File: src/rtl/serial_pkg.sv
// Shared types for the serial operand feeder: default width, FSM states and the operand pair.
package serial_pkg;

  localparam int DEF_WIDTH = 8;

  typedef enum logic {
    IDLE  = 1'b0,
    SHIFT = 1'b1
  } state_t;

  typedef struct packed {
    logic [DEF_WIDTH-1:0] a;
    logic [DEF_WIDTH-1:0] b;
  } pair_t;

endpackage

File: src/rtl/operand_fifo.sv
// Small power-of-two FIFO of {a, b} operand pairs with an occupancy counter.
module operand_fifo
  import serial_pkg::*;
#(
  parameter int WIDTH = DEF_WIDTH,
  parameter int DEPTH = 2
) (
  input  logic                     clk,
  input  logic                     reset,
  input  logic                     push,
  input  logic                     pop,
  input  logic [2*WIDTH-1:0]       wdata,
  output logic [2*WIDTH-1:0]       rdata,
  output logic [$clog2(DEPTH):0]   count,
  output logic                     full,
  output logic                     empty
);

  localparam int AW = $clog2(DEPTH);

  logic [2*WIDTH-1:0] mem [DEPTH];
  logic [AW-1:0]      wptr;
  logic [AW-1:0]      rptr;
  logic               do_push;
  logic               do_pop;

  assign full    = (count == (AW+1)'(DEPTH));
  assign empty   = (count == '0);
  assign do_push = push && !full;
  assign do_pop  = pop && !empty;
  assign rdata   = mem[rptr];

  always_ff @(posedge clk or posedge reset) begin
    if (reset) begin
      wptr  <= '0;
      rptr  <= '0;
      count <= '0;
    end else begin
      if (do_push) wptr <= wptr + AW'(1);
      if (do_pop)  rptr <= rptr + AW'(1);
      case ({do_push, do_pop})
        2'b10:   count <= count + (AW+1)'(1);
        2'b01:   count <= count - (AW+1)'(1);
        default: count <= count;
      endcase
    end
  end

  // Storage carries no reset; only pointers and occupancy define validity.
  always_ff @(posedge clk) begin
    if (do_push) mem[wptr] <= wdata;
  end

endmodule

File: src/rtl/serial_operand_feeder.sv
// Buffers parallel operand pairs and streams them LSB-first with frame markers for a bit-serial adder.
module serial_operand_feeder
  import serial_pkg::*;
#(
  parameter int WIDTH = DEF_WIDTH,
  parameter int DEPTH = 2
) (
  input  logic                     clk,
  input  logic                     reset,
  input  logic                     in_valid,
  output logic                     in_ready,
  input  logic [WIDTH-1:0]         in_a,
  input  logic [WIDTH-1:0]         in_b,
  output logic                     ser_valid,
  input  logic                     ser_ready,
  output logic                     ser_a,
  output logic                     ser_b,
  output logic                     ser_first,
  output logic                     ser_last,
  output logic                     busy,
  output logic [$clog2(DEPTH):0]   count
);

  localparam int BW = $clog2(WIDTH);
  localparam logic [BW-1:0] LAST = BW'(WIDTH - 1);

  state_t             state;
  logic [WIDTH-1:0]   sh_a;
  logic [WIDTH-1:0]   sh_b;
  logic [BW-1:0]      bitcnt;
  logic [2*WIDTH-1:0] head;
  logic               fifo_full;
  logic               fifo_empty;
  logic               push;
  logic               pop;
  logic               at_last;
  logic               xfer;

  assign in_ready  = !fifo_full;
  assign push      = in_valid && in_ready;
  assign busy      = (state == SHIFT);
  assign xfer      = busy && ser_ready;
  assign at_last   = (bitcnt == LAST);
  assign ser_valid = busy;
  assign ser_a     = sh_a[0];
  assign ser_b     = sh_b[0];
  assign ser_first = busy && (bitcnt == '0);
  assign ser_last  = busy && at_last;

  // Reload on the last transfer keeps frames back-to-back with no idle cycle.
  assign pop = !fifo_empty && ((state == IDLE) || (xfer && at_last));

  operand_fifo #(
    .WIDTH(WIDTH),
    .DEPTH(DEPTH)
  ) u_fifo (
    .clk  (clk),
    .reset(reset),
    .push (push),
    .pop  (pop),
    .wdata({in_a, in_b}),
    .rdata(head),
    .count(count),
    .full (fifo_full),
    .empty(fifo_empty)
  );

  always_ff @(posedge clk or posedge reset) begin
    if (reset) begin
      state  <= IDLE;
      sh_a   <= '0;
      sh_b   <= '0;
      bitcnt <= '0;
    end else begin
      case (state)
        IDLE: begin
          if (!fifo_empty) begin
            {sh_a, sh_b} <= head;
            bitcnt       <= '0;
            state        <= SHIFT;
          end
        end
        SHIFT: begin
          if (ser_ready) begin
            if (at_last && !fifo_empty) begin
              {sh_a, sh_b} <= head;
              bitcnt       <= '0;
            end else if (at_last) begin
              sh_a   <= sh_a >> 1;
              sh_b   <= sh_b >> 1;
              bitcnt <= '0;
              state  <= IDLE;
            end else begin
              sh_a   <= sh_a >> 1;
              sh_b   <= sh_b >> 1;
              bitcnt <= bitcnt + BW'(1);
            end
          end
        end
        default: state <= IDLE;
      endcase
    end
  end

endmodule

File: config.mk
export PLATFORM = sky130hd
export DESIGN_NAME = serial_operand_feeder
export DESIGN_NICKNAME = d
export VERILOG_FILES = /design/src/rtl/serial_pkg.sv /design/src/rtl/operand_fifo.sv /design/src/rtl/serial_operand_feeder.sv
export SDC_FILE = /design/constraint.sdc
export NUM_CORES = 1
export LEC_CHECK = 0
export ABC_CLOCK_PERIOD_IN_PS = 3350
export CAP_MARGIN = 20
export CORE_UTILIZATION = 59
export DETAILED_ROUTE_END_ITERATION = 12
export PLACE_DENSITY = 0.85
export SYNTH_ARGS = -nofsm -noshare
export SYNTH_HDL_FRONTEND = slang
export SYNTH_SLANG_ARGS = --single-unit
File: constraint.sdc
create_clock -name clk -period 3.35 [get_ports clk]
set_input_delay 0.335 -clock clk [delete_from_list [all_inputs] [get_ports clk]]
set_output_delay 0.335 -clock clk [all_outputs]
set_load 0.005 [all_outputs]
==> out/summary.txt <==
largest net degree at the start of global routing - 32
reg2reg start - bitcnt[0]
number of post-CTS setup repair buffers - 0
Top Ports - 29
Final period util - 66.77%
global-route wire length before repair - 6893 um
Placed Cells - 245
R2R Setup Slk - 1.11 ns
final non-filler cell total - 253
Final Setup Violations - 0
Syn Area/Cell - 13.89 um2
sequential area share after synthesis - 62.81%
Crit path top cell by count - ha_1
RSZ-0062 raised after global routing - false
P_sw - 613.3 uW
post-synth top area share - 38.65%
vias per cell - 6.059
Internal - 1.483 mW
hold_buf cts - 0
Max rail drop VDD - 0.4973 mV
Die Area - 0.004478 mm2
# clock sinks - 56
syn_nets - 203
worst-path cell with the longest stage delay - dfrtp_1
Starting Density - 61.71%
initial antenna violation count - 0
max capacitance violation total - 0
Most used DFF post-synth - edfxtp_1
YS warnings - 0
Crit path depth - 8
cts bufs inserted - 5
# DRC - 0
gpl congestion - 0.8128
synthesis-stage register bit count - 56
worst r2r path cells - 8
status - finished clean
row count - 23
setup TNS - 0 ns
f_max - 447.0 MHz
CP cell instances - ha_1 -> ha_1 -> o21ai_2 -> buf_4 -> a211oi_4 -> ha_1 -> nor2_1 -> xor2_1
ys async rst share - 42.86%
Yosys top cell by area - edfxtp_1
CP Buf/Inv Count - 1
root buffer cell - clkbuf_8
Post-synth EDFFs - 32
Clock transition at path regs - 0.09 ns
Multi-input gate area - 767.0 um2
# resized after CTS - 0
Max transition margin - 39.52%
mapped cell area - 0.002486 mm2
Final HPWL DP - 2666 um
Congestion Overflow GR - 0
Inserted Diodes - 0
Least-Margin Pin Slew - 0.9072 ns
synth top area cells - edfxtp_1, dfrtp_1, a221o_1
final antenna-violating net count - 0
Max stage delay on crit path - 0.41 ns
Crit Reg-Reg Endpoint - u_fifo.count[1]
LEAKAGE - 1.082 nW
vias in the first global route - 1,539
top post-synthesis cells by count - edfxtp_1, dfrtp_1, inv_1
CP Capture Type - flip-flop
share of post-route cells with drive strength above 1 - 8.867%
gr usage total - 21.04%
crit path max fanout - 29
Clock Power Share - 20.9%
crit path kind - reg2reg
First-pass DRT Iterations - 4
post-layout minimum cycle time - 2.237 ns
CP Launch Point - bitcnt[0]
Setup Skew - 0.004132 ns
Syn-to-layout area delta - 15.90%
core box area - 0.004029 mm2
Routed wire per std cell - 16.41 um
CTS HTree Levels - 2
via count - 1,533
Port-buffer cells - 28
nets - 226
drt initial violations - 92
synth unique cells - 29
Comb power frac - 26.3%
PD cells - 727.7 mW/mm2
post-route cell area - 0.002882 mm2
WP data required - 3.58 ns
fin. max-slew vios - 0
Worst Setup Start Kind - flip-flop
Die Wd - 66.92 um
worst skew pair latency - 0.30 ns
Post-Syn Instances - 179
Final Hold Violating Endpoints - 0
DRT Wirelength - 4151 um
maximum root-to-sink buffer count - 2
TritonCTS clock tree - built
fill cell count - 273
CP delay by family, top - adder cells
CP Data Arrival Time - 2.46 ns
FF+latch area - 0.001562 mm2
Min-Delay Path Class - in2async
Sw Share - 29.25%
DIE HEIGHT - 66.92 um
dpl cell area - 0.002765 mm2
most frequent cell after synthesis - edfxtp_1
Flop pwr share - 52.8%
power by group through the flow:
stage | Sequential, mW | Clock (mW) | Combinational (mW)
6_report | 1.11 | 0.439 | 0.551
5_1_grt | 1.14 | 0.471 | 0.608
4_1_cts | 1.11 | 0.446 | 0.556
3_5_place_dp | 1.12 | 0 | 0.552
3_3_place_gp | 1.11 | 0 | 0.515
2_1_floorplan | 1.04 | 0 | 0.415
cells in the final DEF, fill, tap and decap left out, types with 2 or more instances in the layout:
| cell type | instances |
|---|---|
| buf_4 | 4 |
| dfrtp_1 | 24 |
| edfxtp_1 | 32 |
| nor2_1 | 4 |
| inv_1 | 17 |
| mux2_2 | 2 |
| nor2b_1 | 14 |
| xnor2_1 | 3 |
| a221o_1 | 14 |
| xor2_1 | 2 |
| clkdlybuf4s50_1 | 28 |
| a22o_1 | 16 |
| ha_1 | 4 |
| a32o_1 | 2 |
| nand2_1 | 4 |
| clkbuf_8 | 6 |
| a311oi_1 | 14 |
registers in the layout, indices dropped and copies added (netlist names):
name / cells
u_fifo.mem: 32
busy: 1
sh_a: 8
u_fifo.rptr: 1
u_fifo.count: 2
u_fifo.wptr: 1
sh_b: 8
bitcnt: 3
stage by stage:
stage                     worst slack [ns]  power [mW]  hold slack, ns  util [%]
after global routing                 1.021       2.214          0.5325     71.52
after global placement               1.260       1.621          0.4746     68.63
final                                1.113       2.097          0.5111     71.52
after detailed placement             1.162       1.669          0.4917     68.63
after CTS                            1.122       2.108          0.5165     71.52
after floorplan                      1.446       1.460          0.3496         -
layout make-up:
| cell class | instances | share of cell area [%] |
|---|---|---|
| inverter | 17 | 2.215 |
| timing repair buffer | 32 | 10.77 |
| sequential | 56 | 54.19 |
| clock inverter | 2 | 1.172 |
| tap | 50 | 2.171 |
| clock buffer | 6 | 2.866 |
| multi-input combinational | 90 | 26.62 |
worst max path at each step:
stage,end,slack [ns]
after floorplan,u_fifo.count[1],1.45
after global placement,u_fifo.count[1],1.26
after detailed placement,u_fifo.count[1],1.16
after CTS,u_fifo.count[1],1.12
after global routing,u_fifo.count[1],1.02
final,u_fifo.count[1],1.11
metal layers:
| layer | GRT usage [%] | wire, um |
|---|---|---|
| met3 | 4.452 | 183 |
| met4 | 9.309 | 64 |
| met5 | 0 | 0 |
| met2 | 34.97 | 2123 |
| met1 | 26.29 | 1780 |
cells by family (layout without fill, tap and decap cells):
| family | Yosys count | after routing | synth area share (%) |
|---|---|---|---|
| buf+inv | 33 | 57 | 6.492 |
| simple gates | 28 | 28 | 6.945 |
| fa+ha+maj | 4 | 4 | 2.013 |
| compound gates | 51 | 51 | 19.07 |
| xor+xnor | 5 | 5 | 1.762 |
| mux | 2 | 2 | 0.9058 |
| flops | 56 | 56 | 62.81 |
(Power assumes the default switching activity.)
==> edit 1 (same settings) <==
The package constant `DEF_WIDTH` goes from 8 to 16.
--- a/src/rtl/serial_pkg.sv
+++ b/src/rtl/serial_pkg.sv
@@ -2,5 +2,5 @@
 package serial_pkg;
 
-  localparam int DEF_WIDTH = 8;
+  localparam int DEF_WIDTH = 16;
 
   typedef enum logic {
Ports: changed (resized in_a and in_b); port bits go from 29 to 45. The function was not compared with the original's and may differ.
==> edit 1 against the original RTL <==
- cell count up 86%
- worst hold slack lost 0.14 ns
- routed wire length increased by 85%
- synthesized cell count rose by 84%
- design area increased by 77%
- sequential cell count up 49
- total power increased by 69%
- maximum frequency rose by 3.9%
- critical endpoint is now ser_last
- area after synthesis increased by 78%
- global-route usage up 1.2 points
- worst setup slack improved by 0.083 ns
- count of clock-buffer cells in the layout increased by 5
- clock skew up 0.0051 ns
- largest cell class unchanged
==> edit 1: results (changes against the original RTL) <==
metric,value,unit,change
status,"finished, final reports clean",,
worst hold path class,input pin to async pin,,
crit-path max cell delay,0.50,ns,+0.09 ns
Synth Warn #,0,,unchanged
CP Max Fanout,6,,-79%
fillers,517,,+89%
P_leak,1.82,nW,+69%
Crit path max-delay family,buffers and inverters,,
Setup WS pre-CTS,1.22,ns,+0.0562 ns
nets,406,,+80%
Via-to-Cell Ratio,5.63,,-7.1%
Slowest cell on crit path,clkdlybuf4s50_1,,
register area share after synthesis,0.667,,+0.0392
Top reg by flops,u_fifo.mem,,
Syn Inst Count,329,,+84%
worst-margin pin slew,0.872,ns,-0.0348 ns
H-tree depth,3,,+1
Max VDD drop,0.000384,V,-23%
Largest regs,"u_fifo.mem: 64 flops, sh_a: 16 flops, sh_b: 16 flops",,
first-pass GRT wire length,12800,um,+86%
"Arr. time, crit path",1.82,ns,-0.64 ns
Post-synth ARST share,0.390,,-0.0381
"EDFF count, synth",64,,+100%
Worst-Skew Late Latency,0.36,ns,+0.06 ns
Num CTS Buffers,9,,+4
non-filler instance count after layout,471,,+86%
violation count after the first detailed-route iteration,167,,+82%
top post-synthesis cells by area,"edfxtp_1, dfrtp_1, a211oi_2, nor2b_1, o21ai_0",,
clock skew,0.00919,ns,+0.00506 ns
Tot GR Track Use,0.223,,+0.0122
CTS clock-pin slew for the worst setup and hold paths,0.10,ns,
WL final,7680,um,+85%
Routability Congestion,0.766,,-5.7%
Synth top cells by count,"edfxtp_1, dfrtp_1, nand2_1",,
placed cell area,4870,um^2,+76%
placed insts,455,,+86%
clk buf depth,2,,unchanged
largest net degree at the start of global routing,37,,+16%
DP HPWL,4670,um,+75%
Resized cells post-CTS,0,,unchanged
share of layout cells above drive strength 1,0.145,,+0.0565
vias in the first global route,2688,,+75%
post-synthesis cell type count,36,,+24%
Synth Net Count,368,,+81%
Port Buffers,44,,+57%
## edit 1: logic make-up (layout without fill, tap and decap cells)
logic type	count (synthesis)	in the layout	synth area share
DFF	105	105	0.667
AOI/OAI and AO/OA	102	102	0.173
and+or+nand+nor	84	84	0.0952
buffers and inverters	27	70	0.0399
xor gates and xnor gates	6	6	0.0119
adders and majority gates	3	3	0.00850
muxes	2	2	0.00453
## edit 1: metrics by stage
stage | util | hold slack (ns) | total power, mW
4_1_cts | 0.704 | 0.401 | 3.57
2_1_floorplan | - | 0.434 | 2.42
5_1_grt | 0.704 | 0.470 | 3.73
6_report | 0.704 | 0.369 | 3.55
3_3_place_gp | 0.672 | 0.457 | 2.62
3_5_place_dp | 0.672 | 0.461 | 2.67
## edit 1: path summary, 6_finish.rpt
| check | endpoint | depth (start not counted) | slack [ns] | from |
|---|---|---|---|---|
| max | ser_last | 3 | 1.20 | bitcnt[0] |
| min | sh_a[0] | 2 | 0.37 | reset |
| max reg2reg | u_fifo.mem[0][2] | 4 | 1.31 | u_fifo.count[0] |
| min reg2reg | sh_b[15] | 2 | 0.48 | sh_b[15] |
| max in group asynchronous | u_fifo.rptr | 3 | 2.19 | reset |
| min in group clk | sh_b[15] | 2 | 0.48 | sh_b[15] |
## edit 1: cell type report
type,instances,share of cell area
well taps,99,0.0242
clock buffers,11,0.0257
multi-input cells,197,0.254
clock inverters,5,0.0203
inverters,3,0.00220
repair buffers,51,0.0965
flip-flops and latches,105,0.577
## edit 1: per-layer routing
metal  global-route usage  wire length, um
met3               0.0448              295
met4                0.104              179
met1                0.291             3380
met5                    0                0
met2                0.362             3820
## edit 1: where the power goes
part,internal [mW],switching (mW)
Sequential,1.75,0.212
Combinational,0.287,0.398
Clock,0.497,0.412
==> edit 2 (config.mk and constraints unchanged) <==
Made on the original files. Make the reset (`reset`) synchronous in 2 clocked blocks.
--- a/src/rtl/operand_fifo.sv
+++ b/src/rtl/operand_fifo.sv
@@ -31,5 +31,5 @@
   assign rdata   = mem[rptr];
 
-  always_ff @(posedge clk or posedge reset) begin
+  always_ff @(posedge clk) begin
     if (reset) begin
       wptr  <= '0;
--- a/src/rtl/serial_operand_feeder.sv
+++ b/src/rtl/serial_operand_feeder.sv
@@ -66,5 +66,5 @@
   );
 
-  always_ff @(posedge clk or posedge reset) begin
+  always_ff @(posedge clk) begin
     if (reset) begin
       state  <= IDLE;
Function: differs if reset is asserted again (counterexample within 4 cycles, from zero or initial values and one cycle with reset high); with reset held inactive, the same outputs for 10 cycles.
==> edit 2 against the original RTL <==
- routed wire length grew 0.89%
- sequential share of layout area down 1.8 points
- design area fell by 3.3%
- non-clock buffer count decreased by 2
- area after synthesis shrank 4.9%
- worst setup slack improved by 0.14 ns
- total power is 4.3% higher
- worst hold slack worse by 0.056 ns
- sequential cell count up 1
- count of clock-buffer cells in the layout up 8
- critical path type unchanged
==> edit 2: results (changes against the original RTL) <==
metric,value,unit,change
nets,229,,+1.3%
switching share of total power,0.304,,+0.0113
post-synthesis cell type count,33,,+14%
worst hold path class,register to register,,
"EDFF count, synth",32,,unchanged
Max VDD drop,0.000446,V,-10%
max_slew headroom,0.445,,+0.0495
Post-synth ARST share,0,,-0.429
Root Driver,clkbuf_8,,
Tot GR Track Use,0.225,,+0.0149
status,"finished, final reports clean",,
via count,1549,,+1.0%
clock skew,0.00586,ns,+0.00173 ns
Largest regs,"u_fifo.mem: 32 flops, sh_a: 8 flops, sh_b: 8 flops",,
DRT Pass-1 Iters,4,,unchanged
DP HPWL,2680,um,+0.47%
initial antenna violation count,0,,unchanged
first-pass GRT wire length,7000,um,+1.6%
antenna cells,0,,unchanged
RR Endpoint,u_fifo.count[1],,
top post-synthesis cells by area,"edfxtp_1, dfxtp_1, a221o_1, a32o_1, nand3b_1",,
depth of the most critical reg-to-reg path,7,,-1
CP Max Fanout,5,,-83%
Main synth FF type,edfxtp_1,,
fillers,273,,unchanged
Worst-Skew Late Latency,0.32,ns,+0.02 ns
"Arr. time, crit path",2.35,ns,-0.11 ns
Routability Congestion,0.757,,-6.9%
Synth top cells by count,"edfxtp_1, dfxtp_1, nand3b_1",,
register area share after synthesis,0.618,,-0.00977
Resized cells post-CTS,0,,unchanged
Routed wire per std cell,16.2,um,-1.1%
violation count after the first detailed-route iteration,95,,+3.3%
H-tree depth,3,,+1
Setup WS pre-CTS,1.17,ns,+0.00535 ns
Num CTS Buffers,9,,+4
clk buf depth,2,,unchanged
share of layout cells above drive strength 1,0.0857,,-0.00296
hold path startpoint,sh_a[1],,
Worst R2R Setup Slack,1.25,ns,+0.14 ns
Synth Net Count,203,,unchanged
Port Buffers,28,,unchanged
CTS clock-pin slew for the worst setup and hold paths,0.06,ns,-0.03 ns
RR Startpoint,bitcnt[0],,
largest net degree at the start of global routing,29,,-9.4%
P_leak,0.972,nW,-10%
edit 2: layer usage:
metal | part of all wire | GRT usage | wire length (um)
met5 | 0 | 0 | 0
met4 | 0.027 | 0.139 | 112
met3 | 0.035 | 0.0486 | 145
met2 | 0.51 | 0.374 | 2130
met1 | 0.43 | 0.266 | 1800
edit 2: worst max-delay path by stage:
stage	from	to	slack, ns
4_1_cts	bitcnt[0]	ser_last	1.25
3_5_place_dp	ser_ready	u_fifo.count[1]	1.17
2_1_floorplan	bitcnt[0]	u_fifo.count[1]	1.43
6_report	bitcnt[0]	u_fifo.count[1]	1.25
5_1_grt	bitcnt[0]	u_fifo.count[1]	1.11
3_3_place_gp	ser_ready	u_fifo.count[1]	1.25
edit 2: through the flow:
stage	power (mW)	util	hold WS, ns	instance area, um^2	std cells
2_1_floorplan	1.51	-	0.433	2360	179
3_3_place_gp	1.65	0.704	0.439	2640	242
3_5_place_dp	1.69	0.704	0.445	2640	242
4_1_cts	2.20	0.745	0.458	2790	258
5_1_grt	2.32	0.745	0.478	2790	258
6_report	2.19	0.745	0.455	2790	258
edit 2: critical path: stages (launching register included):
cell and delay [ns]:
dfxtp_1 0.33, ha_1 0.20, ha_1 0.25, a21boi_1 0.30, nor2_1 0.09, ha_1 0.34
or3_1 0.37, a21oi_1 0.14
edit 2: cell families after synthesis:
logic type               Yosys count  share of synthesized area
XOR/XNOR                           2                    0.00741
buffers and inverters             19                     0.0413
adder cells (fa/ha/maj)            4                     0.0212
AO/OA/AOI/OAI                     46                      0.170
multiplexers                       2                    0.00953
flip-flops                        57                      0.618
AND/OR/NAND/NOR                   49                      0.132
edit 2: final cells by class:
class	count	area, um^2	share of cell area
Multi-Input combinational cell	103	805	0.289
Clock inverter	2	8.76	0.00314
Clock buffer	14	143	0.0512
Timing Repair Buffer	30	295	0.106
Sequential cell	57	1460	0.524
Inverter	4	15.0	0.00539
Tap cell	48	60.1	0.0215
edit 2: power groups by stage:
stage	logic (mW)	clock network [mW]	registers, mW
final	0.664	0.505	1.02
after global routing	0.733	0.547	1.04
after global placement	0.632	0	1.02
after CTS	0.670	0.511	1.02
after floorplan	0.534	0	0.974
after detailed placement	0.663	0	1.03
